--- config.mk ---
export PLATFORM = sky130hd
export DESIGN_NAME = waveform_packetizer
export DESIGN_NICKNAME = d
export VERILOG_FILES = /design/src/rtl/waveform_pkg.sv /design/src/rtl/wfrm_axis_out_reg.sv /design/src/rtl/waveform_packetizer.sv
export SDC_FILE = /design/constraint.sdc
export NUM_CORES = 1
export LEC_CHECK = 0
export CELL_PAD_IN_SITES_DETAIL_PLACEMENT = 0
export CELL_PAD_IN_SITES_GLOBAL_PLACEMENT = 1
export CORE_ASPECT_RATIO = 1.75
export CORE_MARGIN = 5
export CORE_UTILIZATION = 44
export CTS_CLUSTER_DIAMETER = 200
export DETAILED_ROUTE_END_ITERATION = 8
export MAX_ROUTING_LAYER = met4
export PLACE_DENSITY_LB_ADDON = 0.25
export SETUP_SLACK_MARGIN = 0.5
export SLEW_MARGIN = 20
export SYNTH_ARGS = -nofsm -noshare
export SYNTH_HDL_FRONTEND = slang
export SYNTH_HIERARCHICAL = 1
export SYNTH_SLANG_ARGS = --single-unit
--- constraint.sdc ---
create_clock -name axi_tclk -period 5.2 [get_ports axi_tclk]
set_clock_uncertainty 0.05 [all_clocks]
set_input_delay 0.52 -clock axi_tclk [delete_from_list [all_inputs] [get_ports axi_tclk]]
set_output_delay 0.52 -clock axi_tclk [all_outputs]
set_load 0.005 [all_outputs]
--- src/rtl/waveform_pkg.sv ---
// Shared definitions for the waveform command path: command words, header size,
// AXIS routing constants and the packetizer state encoding.
// Latency: n/a (package). Backpressure: n/a.
package waveform_pkg;

  // Command words as seen on the wire (ASCII, MSB first).
  localparam logic [31:0] CMD_WWDA = 32'h5757_4441;  // "WWDA" waveform data
  localparam logic [31:0] CMD_WWCC = 32'h5757_4343;  // "WWCC"
  localparam logic [31:0] CMD_WWFF = 32'h5757_4646;  // "WWFF"
  localparam logic [31:0] CMD_RRCC = 32'h5252_4343;  // "RRCC"
  localparam logic [31:0] CMD_RRFF = 32'h5252_4646;  // "RRFF"

  // CMD, ID, IND, LEN
  localparam int unsigned HDR_WORDS = 4;

  localparam logic [3:0] TDEST_WFRM = 4'b0010;
  localparam logic [3:0] TID_WFRM   = 4'b0000;

  typedef enum logic [2:0] {
    ST_IDLE,
    ST_CMD,
    ST_ID,
    ST_IND,
    ST_LEN,
    ST_DATA,
    ST_TRL,   // checksum trailer, only reachable when the checksum is built in
    ST_GAP
  } wfrm_state_e;

  function automatic logic [31:0] min32(input logic [31:0] a, input logic [31:0] b);
    return (a < b) ? a : b;
  endfunction

endpackage

--- src/rtl/wfrm_axis_out_reg.sv ---
// Single-entry registered AXIS output stage (data + last, valid/ready).
// Latency: 1 cycle from load to vld_o. Backpressure: accepts a load only when
// empty or draining (can_ld_o = !vld_o | rdy_i); holds dat_o/last_o while stalled.
// Ports: clk_i/rst_i (sync, active-high); ld_vld_i/ld_dat_i/ld_last_i load side;
// rdy_i downstream ready; vld_o/dat_o/last_o registered outputs; can_ld_o load slot.
module wfrm_axis_out_reg (
  input  logic        clk_i,
  input  logic        rst_i,
  input  logic        ld_vld_i,
  input  logic [31:0] ld_dat_i,
  input  logic        ld_last_i,
  input  logic        rdy_i,
  output logic        vld_o,
  output logic [31:0] dat_o,
  output logic        last_o,
  output logic        can_ld_o
);

  logic        vld_q;
  logic [31:0] dat_q;
  logic        last_q;

  assign can_ld_o = !vld_q || rdy_i;
  assign vld_o    = vld_q;
  assign dat_o    = dat_q;
  assign last_o   = last_q;

  always_ff @(posedge clk_i) begin
    if (rst_i) begin
      vld_q  <= 1'b0;
      dat_q  <= '0;
      last_q <= 1'b0;
    end else if (can_ld_o) begin
      vld_q  <= ld_vld_i;
      last_q <= ld_vld_i && ld_last_i;
      if (ld_vld_i) begin
        dat_q <= ld_dat_i;
      end
    end
  end

endmodule

--- src/rtl/waveform_packetizer.sv ---
// Frames a raw 32-bit sample stream into WWDA command packets (CMD, ID, IND, LEN, payload).
// Latency: first header word valid 2 cycles after an accepted start; payload 1 cycle after source handshake.
// Backpressure: single registered output stage; s_axis_tready follows output slot availability in DATA only.
// Ports: axi_tclk/axi_treset (sync, active-high); start/wfrm_id/wfrm_len request; busy/done status;
// s_axis_* sample input; tdata/tvalid/tlast/tkeep/tdest/tid/tuser/tready packet output.
// Build option: define WFRM_PKT_CHECKSUM_EN to append an XOR-of-payload trailer word to every packet.
module waveform_packetizer
  import waveform_pkg::*;
#(
  parameter int unsigned CHUNK_WORDS = 256,
  parameter int unsigned GAP_CYCLES  = 24,
  parameter logic [31:0] CMD_WORD    = CMD_WWDA
) (
  input  logic        axi_tclk,
  input  logic        axi_treset,
  input  logic        start,
  input  logic [31:0] wfrm_id,
  input  logic [31:0] wfrm_len,
  output logic        busy,
  output logic        done,
  input  logic [31:0] s_axis_tdata,
  input  logic        s_axis_tvalid,
  output logic        s_axis_tready,
  output logic [31:0] tdata,
  output logic        tvalid,
  output logic        tlast,
  output logic [3:0]  tkeep,
  output logic [3:0]  tdest,
  output logic [3:0]  tid,
  output logic [31:0] tuser,
  input  logic        tready
);

  localparam logic [31:0] CHUNK_W  = 32'(CHUNK_WORDS);
  localparam logic [31:0] GAP_LAST = 32'(GAP_CYCLES - 1);

  wfrm_state_e state_q, state_d;
  logic [31:0] id_q, id_d;
  logic [31:0] len_q, len_d;
  logic [31:0] rem_q, rem_d;
  logic [31:0] chunk_q, chunk_d;
  logic [31:0] ind_q, ind_d;
  logic [31:0] gap_q, gap_d;
  logic        busy_q, busy_d;
  logic        done_q, done_d;
`ifdef WFRM_PKT_CHECKSUM_EN
  logic [31:0] acc_q, acc_d;
`endif

  logic        ld_vld;
  logic [31:0] ld_dat;
  logic        ld_last;
  logic        can_ld;
  logic        gap_end;

  wfrm_axis_out_reg u_out (
    .clk_i    (axi_tclk),
    .rst_i    (axi_treset),
    .ld_vld_i (ld_vld),
    .ld_dat_i (ld_dat),
    .ld_last_i(ld_last),
    .rdy_i    (tready),
    .vld_o    (tvalid),
    .dat_o    (tdata),
    .last_o   (tlast),
    .can_ld_o (can_ld)
  );

  assign s_axis_tready = (state_q == ST_DATA) && can_ld;
  assign busy  = busy_q;
  assign done  = done_q;
  assign tuser = len_q;
  assign tkeep = tvalid ? 4'hf : 4'h0;
  assign tdest = tvalid ? TDEST_WFRM : 4'h0;
  assign tid   = TID_WFRM;

  always_comb begin
    state_d = state_q;
    id_d    = id_q;
    len_d   = len_q;
    rem_d   = rem_q;
    chunk_d = chunk_q;
    ind_d   = ind_q;
    gap_d   = gap_q;
    busy_d  = busy_q;
    done_d  = 1'b0;
`ifdef WFRM_PKT_CHECKSUM_EN
    acc_d   = acc_q;
`endif
    ld_vld  = 1'b0;
    ld_dat  = '0;
    ld_last = 1'b0;
    gap_end = 1'b0;

    case (state_q)
      ST_IDLE: begin
        if (start) begin
          if (wfrm_len != '0) begin
            id_d    = wfrm_id;
            len_d   = wfrm_len;
            rem_d   = wfrm_len;
            ind_d   = '0;
            busy_d  = 1'b1;
            state_d = ST_CMD;
          end else begin
            done_d = 1'b1;
          end
        end
      end
      ST_CMD: begin
        if (can_ld) begin
          ld_vld  = 1'b1;
          ld_dat  = CMD_WORD;
          state_d = ST_ID;
        end
      end
      ST_ID: begin
        if (can_ld) begin
          ld_vld  = 1'b1;
          ld_dat  = id_q;
          state_d = ST_IND;
        end
      end
      ST_IND: begin
        if (can_ld) begin
          ld_vld  = 1'b1;
          ld_dat  = ind_q;
          state_d = ST_LEN;
        end
      end
      ST_LEN: begin
        if (can_ld) begin
          ld_vld  = 1'b1;
          ld_dat  = len_q;
          // rem_q is nonzero here, so chunk never starts at 0
          chunk_d = min32(CHUNK_W, rem_q);
`ifdef WFRM_PKT_CHECKSUM_EN
          acc_d   = '0;
`endif
          state_d = ST_DATA;
        end
      end
      ST_DATA: begin
        if (can_ld && s_axis_tvalid) begin
          ld_vld  = 1'b1;
          ld_dat  = s_axis_tdata;
          chunk_d = chunk_q - 32'd1;
          rem_d   = rem_q - 32'd1;
`ifdef WFRM_PKT_CHECKSUM_EN
          acc_d   = acc_q ^ s_axis_tdata;
          if (chunk_q == 32'd1) begin
            state_d = ST_TRL;
          end
`else
          ld_last = (chunk_q == 32'd1);
          if (chunk_q == 32'd1) begin
            state_d = ST_GAP;
          end
`endif
        end
      end
`ifdef WFRM_PKT_CHECKSUM_EN
      ST_TRL: begin
        if (can_ld) begin
          ld_vld  = 1'b1;
          ld_dat  = acc_q;
          ld_last = 1'b1;
          state_d = ST_GAP;
        end
      end
`endif
      ST_GAP: begin
        // tvalid high here means the tlast word is still waiting for its
        // handshake; the gap only counts cycles after it has gone out.
        if (GAP_CYCLES == 0) begin
          gap_end = can_ld;
        end else begin
          gap_end = !tvalid && (gap_q == GAP_LAST);
        end
        if (!tvalid) begin
          gap_d = gap_q + 32'd1;
        end
        if (gap_end) begin
          gap_d = '0;
          if (rem_q == '0) begin
            busy_d  = 1'b0;
            done_d  = 1'b1;
            state_d = ST_IDLE;
          end else begin
            // Load the next CMD word in the final gap cycle so the idle run
            // on the wire is exactly GAP_CYCLES long.
            ind_d   = ind_q + 32'd1;
            ld_vld  = 1'b1;
            ld_dat  = CMD_WORD;
            state_d = ST_ID;
          end
        end
      end
      default: begin
        state_d = ST_IDLE;
      end
    endcase
  end

  always_ff @(posedge axi_tclk) begin
    if (axi_treset) begin
      state_q <= ST_IDLE;
      id_q    <= '0;
      len_q   <= '0;
      rem_q   <= '0;
      chunk_q <= '0;
      ind_q   <= '0;
      gap_q   <= '0;
      busy_q  <= 1'b0;
      done_q  <= 1'b0;
`ifdef WFRM_PKT_CHECKSUM_EN
      acc_q   <= '0;
`endif
    end else begin
      state_q <= state_d;
      id_q    <= id_d;
      len_q   <= len_d;
      rem_q   <= rem_d;
      chunk_q <= chunk_d;
      ind_q   <= ind_d;
      gap_q   <= gap_d;
      busy_q  <= busy_d;
      done_q  <= done_d;
`ifdef WFRM_PKT_CHECKSUM_EN
      acc_q   <= acc_d;
`endif
    end
  end

endmodule

==> flow_metrics.tcl, run 1 <==
set metrics [dict create \
    status "finished clean" \
    fmax_ghz 0.2847 \
    dp_hpwl_um 31520 \
    synth_cells 1630 \
    drive_above_1_share 0.05948 \
    worst_r2r_path_depth 10 \
    wire_per_inst_um 21.60 \
    fin_crit_ns 3.512 \
    areaGrowthSynthToFinish_pct 20.49 \
    vdd_ir_drop_max_mv 0.3356 \
    vias_per_cell 6.170 \
    r2r-start "rem_q[0]" \
    synthArstFlopShare 0 \
    final_common_cell "dfxtp_1" \
    timing.setup.tns_ns 0 \
    grt_usage 0.2776 \
    cp.arrival_ns 3.92 \
    end_kind "flip-flop" \
    synth_edf_count 0 \
    placed_cell_area_um2 14380 \
    fin_crit_sh 0.6754 \
    post_cts_buffers 0 \
    critical_path.max_fanout 34 \
    ys_ff_latch 231 \
    pwr_density_cell_nw_per_um2 413.0 \
    cap_violations 0 \
    synthFlopType "dfxtp_1" \
    drt_iter0_drc 1047 \
    final_cell_mix "dfxtp_1 (231), nand2_1 (225), clkdlybuf4s50_1 (173), a21oi_1 (170), nand3_1 (108)" \
    start_kind "flip-flop" \
    cts.path.max_buffers 3 \
    port_buffers 174 \
    antenna_found_initial 0 \
    cts_made_buffers 24 \
    placementRows 82 \
    slew_violations 0 \
    yosysSeqAreaShare 0.3669 \
    drt-total-wl_um 45200 \
    stdcell_area_um2 15190 \
    dr.pass1.iters 5 \
    path_clk_slew_ns 0.06 \
    dp_worst_setup_slack_ns 1.581 \
    coreArea_um2 28520 \
    fp.dieW_um 137.9 \
    ant_nets 0 \
    fin_nets 1803 \
    holdBufCountCts 0 \
    ys_warn_count 6 \
    slew_headroom 0.3126 \
    vias 12913 \
    finalPower_w 0.006273 \
    cts_root_buf "clkbuf_16" \
    grt_max_degree 127 \
    worst-setup-path-type "flip-flop to flip-flop" \
    ioPinCount 182 \
    hold_path_end "id_q[18]" \
    htreeDepth 1 \
    finalWorstSetupSlack_ns 1.688 \
    crit_required_ns 5.61 \
    clock_latency_ns 0.54 \
    p_leak_nw 5.094 \
    antenna_cells 0 \
    drc 0 \
    min_path_cells 2 \
    max_slew.worst_pin.slew_ns 1.029 \
    gp_congestion 0.8828 \
    setup_viol 0 \
    syn_avg_cell_area_um2 7.733 \
    rsz0062_at_grt "no" \
    die_y_um 233.9 \
    grt_pass1_vias 12218 \
    grt_pass1_wl_um 69450 \
    netlist_area_um2 12600 \
    start_util 0.4419 \
    tritoncts "yes" \
    yosysUniqueCellTypes 76 \
    cts_resized 0 \
    r2r_end "u_out/dat_o[21]" \
    hold_start "id_q[18]" \
    cts_sinks 231 \
    hold_class "flip-flop to flip-flop" \
    report.final.hold_viol_count 0 \
    grt_overflow_total 0 \
    dieArea_um2 32270 \
    reg2reg_slack_ns 1.69 \
    fillers 2806 \
]
==> critical path, cell delays in order (launching register included) <==
cell     delay, ns
dfxtp_1       0.37
inv_1         0.12
ha_1          0.25
nor4b_2       0.39
nand4_2       0.39
nor3_1        0.63
o21ai_2       0.13
buf_4         0.27
inv_2         0.46
o21ai_0       0.18
a21oi_1       0.18
==> power breakdown <==
part / leakage (nW) / internal, W / total (W) / switching, W
sequential: 1.88 / 0.00202 / 0.00231 / 0.000291
combinational: 2.82 / 0.000805 / 0.00218 / 0.00138
clock: 0.394 / 0.00104 / 0.00178 / 0.000748
total: 5.09 / 0.00386 / 0.00627 / 0.00241
==> flip-flops by register name, indices dropped and copies added, names as in the netlist <==
register and cells:
busy 1, u_out/last_o 1, id_q 32, chunk_q 32, done 1, state_q 3
gap_q 32, u_out/dat_o 32, ind_q 32, rem_q 32, tuser 32, u_out/vld_o 1
==> synth_stat cells (6+ instances only) <==
cell	number	area (um2)
dfxtp_1	231	4624
nand2_1	225	844.6
a21oi_1	170	850.8
clkbuf_1	108	405.4
nand3_1	108	540.5
nor2_1	98	367.9
o21ai_0	73	365.4
a22o_1	53	464.2
or3_1	48	300.3
nor4_1	43	269.0
inv_1	32	120.1
nand4_1	32	200.2
mux2i_1	30	300.3
nor3_1	28	140.1
a22oi_1	27	202.7
xnor2_1	26	227.7
a211oi_1	22	165.2
a31oi_1	20	125.1
buf_2	18	90.09
and4_1	17	148.9
buf_4	17	127.6
and3_1	16	100.1
buf_1	14	52.55
o32ai_1	14	122.6
o21ai_1	13	65.06
or4_1	10	75.07
a2111oi_2	8	120.1
a32o_1	8	80.08
o22ai_1	8	50.05
a311oi_1	7	61.31
a221oi_1	6	52.55
a2bb2oi_1	6	52.55
nor4b_1	6	52.55
==> metal layers <==
layer / share of wire / global-route usage / vias up
li1: - / - / 6156
met1: 0.39 / 0.3205 / 6170
met2: 0.50 / 0.4668 / 474
met3: 0.059 / 0.03671 / 113
met4: 0.057 / 0.1428 / 0
met5: 0 / - / -
==> metrics by stage <==
step | utilization | instances | hold slack [ns]
CTS | 0.5325 | 2093 | 0.4058
detailed placement | 0.5041 | 2049 | 0.3974
global placement | 0.5041 | 2049 | 0.3936
global route | 0.5325 | 2093 | 0.4341
floorplan | - | 1636 | 0.3866
finish | 0.5325 | 2093 | 0.4087
==> worst max path at each step <==
stage | slack, ns | cells past startpoint | end | from
final | 1.69 | 10 | u_out/dat_o[21] | rem_q[0]
after global routing | 1.38 | 10 | u_out/dat_o[8] | rem_q[0]
after CTS | 1.74 | 10 | u_out/dat_o[21] | rem_q[0]
after detailed placement | 1.58 | 10 | chunk_q[1] | tready
after global placement | 1.65 | 10 | chunk_q[27] | tready
after floorplan | 2.64 | 13 | u_out/dat_o[29] | tready
==> logic make-up after synthesis <==
family          share of synthesized area
simple gates                       0.2702
compound gates                     0.2499
flops                              0.3669
buf+inv                           0.06591
mux                               0.02382
xor+xnor                          0.01807
fa+ha+maj                        0.004963
other cells                     0.0002975
==> layout make-up <==
cell class	count	area, um2	share of cell area
multi-input cells	1211	7216	0.4751
flip-flops and latches	231	4624	0.3045
repair buffers	195	1938	0.1276
clock buffers	33	695.7	0.04581
well taps	378	473.0	0.03114
inverters	34	127.6	0.008403
clock inverters	11	112.6	0.007415
Power figures use the tool's default switching activity.
==> run 2, diff against run 1 <==
--- a/config.mk
+++ b/config.mk
@@ -9,7 +9,7 @@
 export CELL_PAD_IN_SITES_GLOBAL_PLACEMENT = 1
 export CORE_ASPECT_RATIO = 1.75
 export CORE_MARGIN = 5
-export CORE_UTILIZATION = 44
+export CORE_UTILIZATION = 37
 export CTS_CLUSTER_DIAMETER = 200
 export DETAILED_ROUTE_END_ITERATION = 8
 export MAX_ROUTING_LAYER = met4
==> constraint.sdc (replaced) <==
create_clock -name axi_tclk -period 2.9 [get_ports axi_tclk]
set_clock_uncertainty 0.05 [all_clocks]
set_input_delay 0.29 -clock axi_tclk [delete_from_list [all_inputs] [get_ports axi_tclk]]
set_output_delay 0.29 -clock axi_tclk [all_outputs]
set_load 0.005 [all_outputs]
==> run 2 against run 1 <==
Effect of this change: sequential cell count stayed put; maximum frequency grew 45%; sequential share of layout area decreased by 2.1 points; utilization fell by 4.8 points; setup slack got worse by 1.2 ns; die area rose by 18%; via count up 2.4%; first-iteration DRC count shrank 22%; power up 95%; non-clock buffer count grew 86.
==> flow_metrics.tcl, run 2 (synthesis results as in run 1) <==
set metrics [dict create \
    start_kind "flip-flop" \
    drt-total-wl_um 48310 \
    ioPinCount 182 \
    grt_pass1_vias 12716 \
    fillers 3384 \
    min_path_cells 2 \
    finalPower_w 0.01223 \
    port_buffers 174 \
    rsz0062_at_grt "yes" \
    met3_usage 0.03058 \
    dieArea_um2 38000 \
    ant_nets 0 \
    antenna_found_initial 0 \
    drc 0 \
    antenna_cells 0 \
    coreArea_um2 33740 \
    htreeDepth 1 \
    grt_use_met2 0.4378 \
    p_leak_nw 5.666 \
    grt-busiest-layer "met2" \
    status "finished clean" \
    dp_hpwl_um 35070 \
    cts_made_buffers 24 \
    cts_root_buf "clkbuf_16" \
    hold_class "input port to flip-flop" \
    vias_per_cell 5.866 \
    critical_path.max_fanout 8 \
    dp.cells 2201 \
    drive_above_1_share 0.1228 \
    placementRows 89 \
    dr.pass1.iters 5 \
    fp.dieW_um 149.5 \
    path_clk_slew_ns 0.06 \
    cpMostUsedCell "or4_4" \
    slowest_delay_ns 0.58 \
    cp.arrival_ns 2.77 \
    tritoncts "yes" \
    crit_chain "or4_4, or4_4, o21ai_4, clkbuf_16, a211oi_1, mux2i_1" \
    grt_overflow_total 0 \
    max_slew.worst_pin.slew_ns 0.6987 \
    start_util 0.3736 \
    grt_pass1_wl_um 74000 \
    grt_usage 0.2520 \
    timing.critical_path.buf_inv 1 \
    cts_sinks 231 \
    vias 13228 \
    vdd_ir_drop_max_mv 0.3103 \
    setup_viol 0 \
    crit_required_ns 3.25 \
    cts.path.max_buffers 3 \
    worstSetupPathDepth 6 \
    final_cell_mix "nand2_1 (225), dfxtp_1 (225), clkdlybuf4s50_1 (172), a21oi_1 (169), nand3_1 (106)" \
    pwr_density_cell_nw_per_um2 747.6 \
    slew_headroom 0.5342 \
    worst-setup-path-type "flip-flop to flip-flop" \
    worst_r2r_path_depth 6 \
    holdBufCountCts 0 \
    fin_nets 1889 \
    slew_violations 0 \
    crit_path_top_delay_cell "or4_4" \
    report.final.hold_viol_count 0 \
    fin_crit_ns 2.418 \
    clock_latency_ns 0.53 \
    drt_iter0_drc 818 \
    die_y_um 254.2 \
    timing.setup.tns_ns 0 \
    end_kind "flip-flop" \
    hold_ws_ns 0.1003 \
    fin_crit_sh 0.8339 \
    gp_congestion 0.9334 \
    fin_cells 2255 \
    areaGrowthSynthToFinish_pct 29.75 \
    cap_violations 0 \
    grt_max_degree 101 \
    fmax_ghz 0.4135 \
    use_met1 0.2824 \
    path_delay_family "simple AND/OR/NAND/NOR gates" \
    wire_per_inst_um 21.42 \
]
[run 2: timing repair]
action                                  CTS  global route
endpoints found under the setup margin   76            95
gates resized for setup                  20            33
setup buffers                             3             6
hold endpoints to repair                  0             0
cloned                                    0             2
pin swaps                                 3             6
[run 2: path summary, 6_finish.rpt]
kind                              startpoint      endpoint  slack (ns)
worst min register to register  u_out/last_o  u_out/last_o        0.40
worst max register to register     rem_q[16]     ind_q[17]        0.48
worst max-delay path               rem_q[16]     ind_q[17]        0.48
worst min-delay path              axi_treset      gap_q[1]        0.10
[run 2: area by class of cell]
| type | count | area [um2] | area share |
|---|---|---|---|
| clock buffers | 34 | 689.4 | 0.04215 |
| multi-input cells | 1211 | 7438 | 0.4548 |
| clock inverters | 9 | 120.1 | 0.007345 |
| repair buffers | 281 | 2773 | 0.1695 |
| flip-flops and latches | 231 | 4637 | 0.2835 |
| well taps | 455 | 569.3 | 0.03481 |
| inverters | 34 | 127.6 | 0.007804 |
[run 2: metrics by stage]
| step | utilization | area (um2) | setup WS [ns] |
|---|---|---|---|
| 4_1_cts | 0.4774 | 16110 | 0.4678 |
| 3_3_place_gp | 0.4504 | 15200 | 0.1703 |
| 5_1_grt | 0.4847 | 16350 | 0.4625 |
| 2_1_floorplan | - | 12640 | 0.5259 |
| 3_5_place_dp | 0.4504 | 15200 | 0.1081 |
| 6_report | 0.4847 | 16350 | 0.4818 |
[run 2: metal layers]
layer | wire (um) | part of all wire
met5 | 0 | 0
met4 | 2781 | 0.058
met3 | 2956 | 0.061
met2 | 24540 | 0.51
met1 | 18030 | 0.37
[run 2: where the power goes]
part / internal [W] / switching (W)
registers: 0.00362 / 0.000468
logic: 0.00211 / 0.00277
clock network: 0.00192 / 0.00134
total: 0.00765 / 0.00457
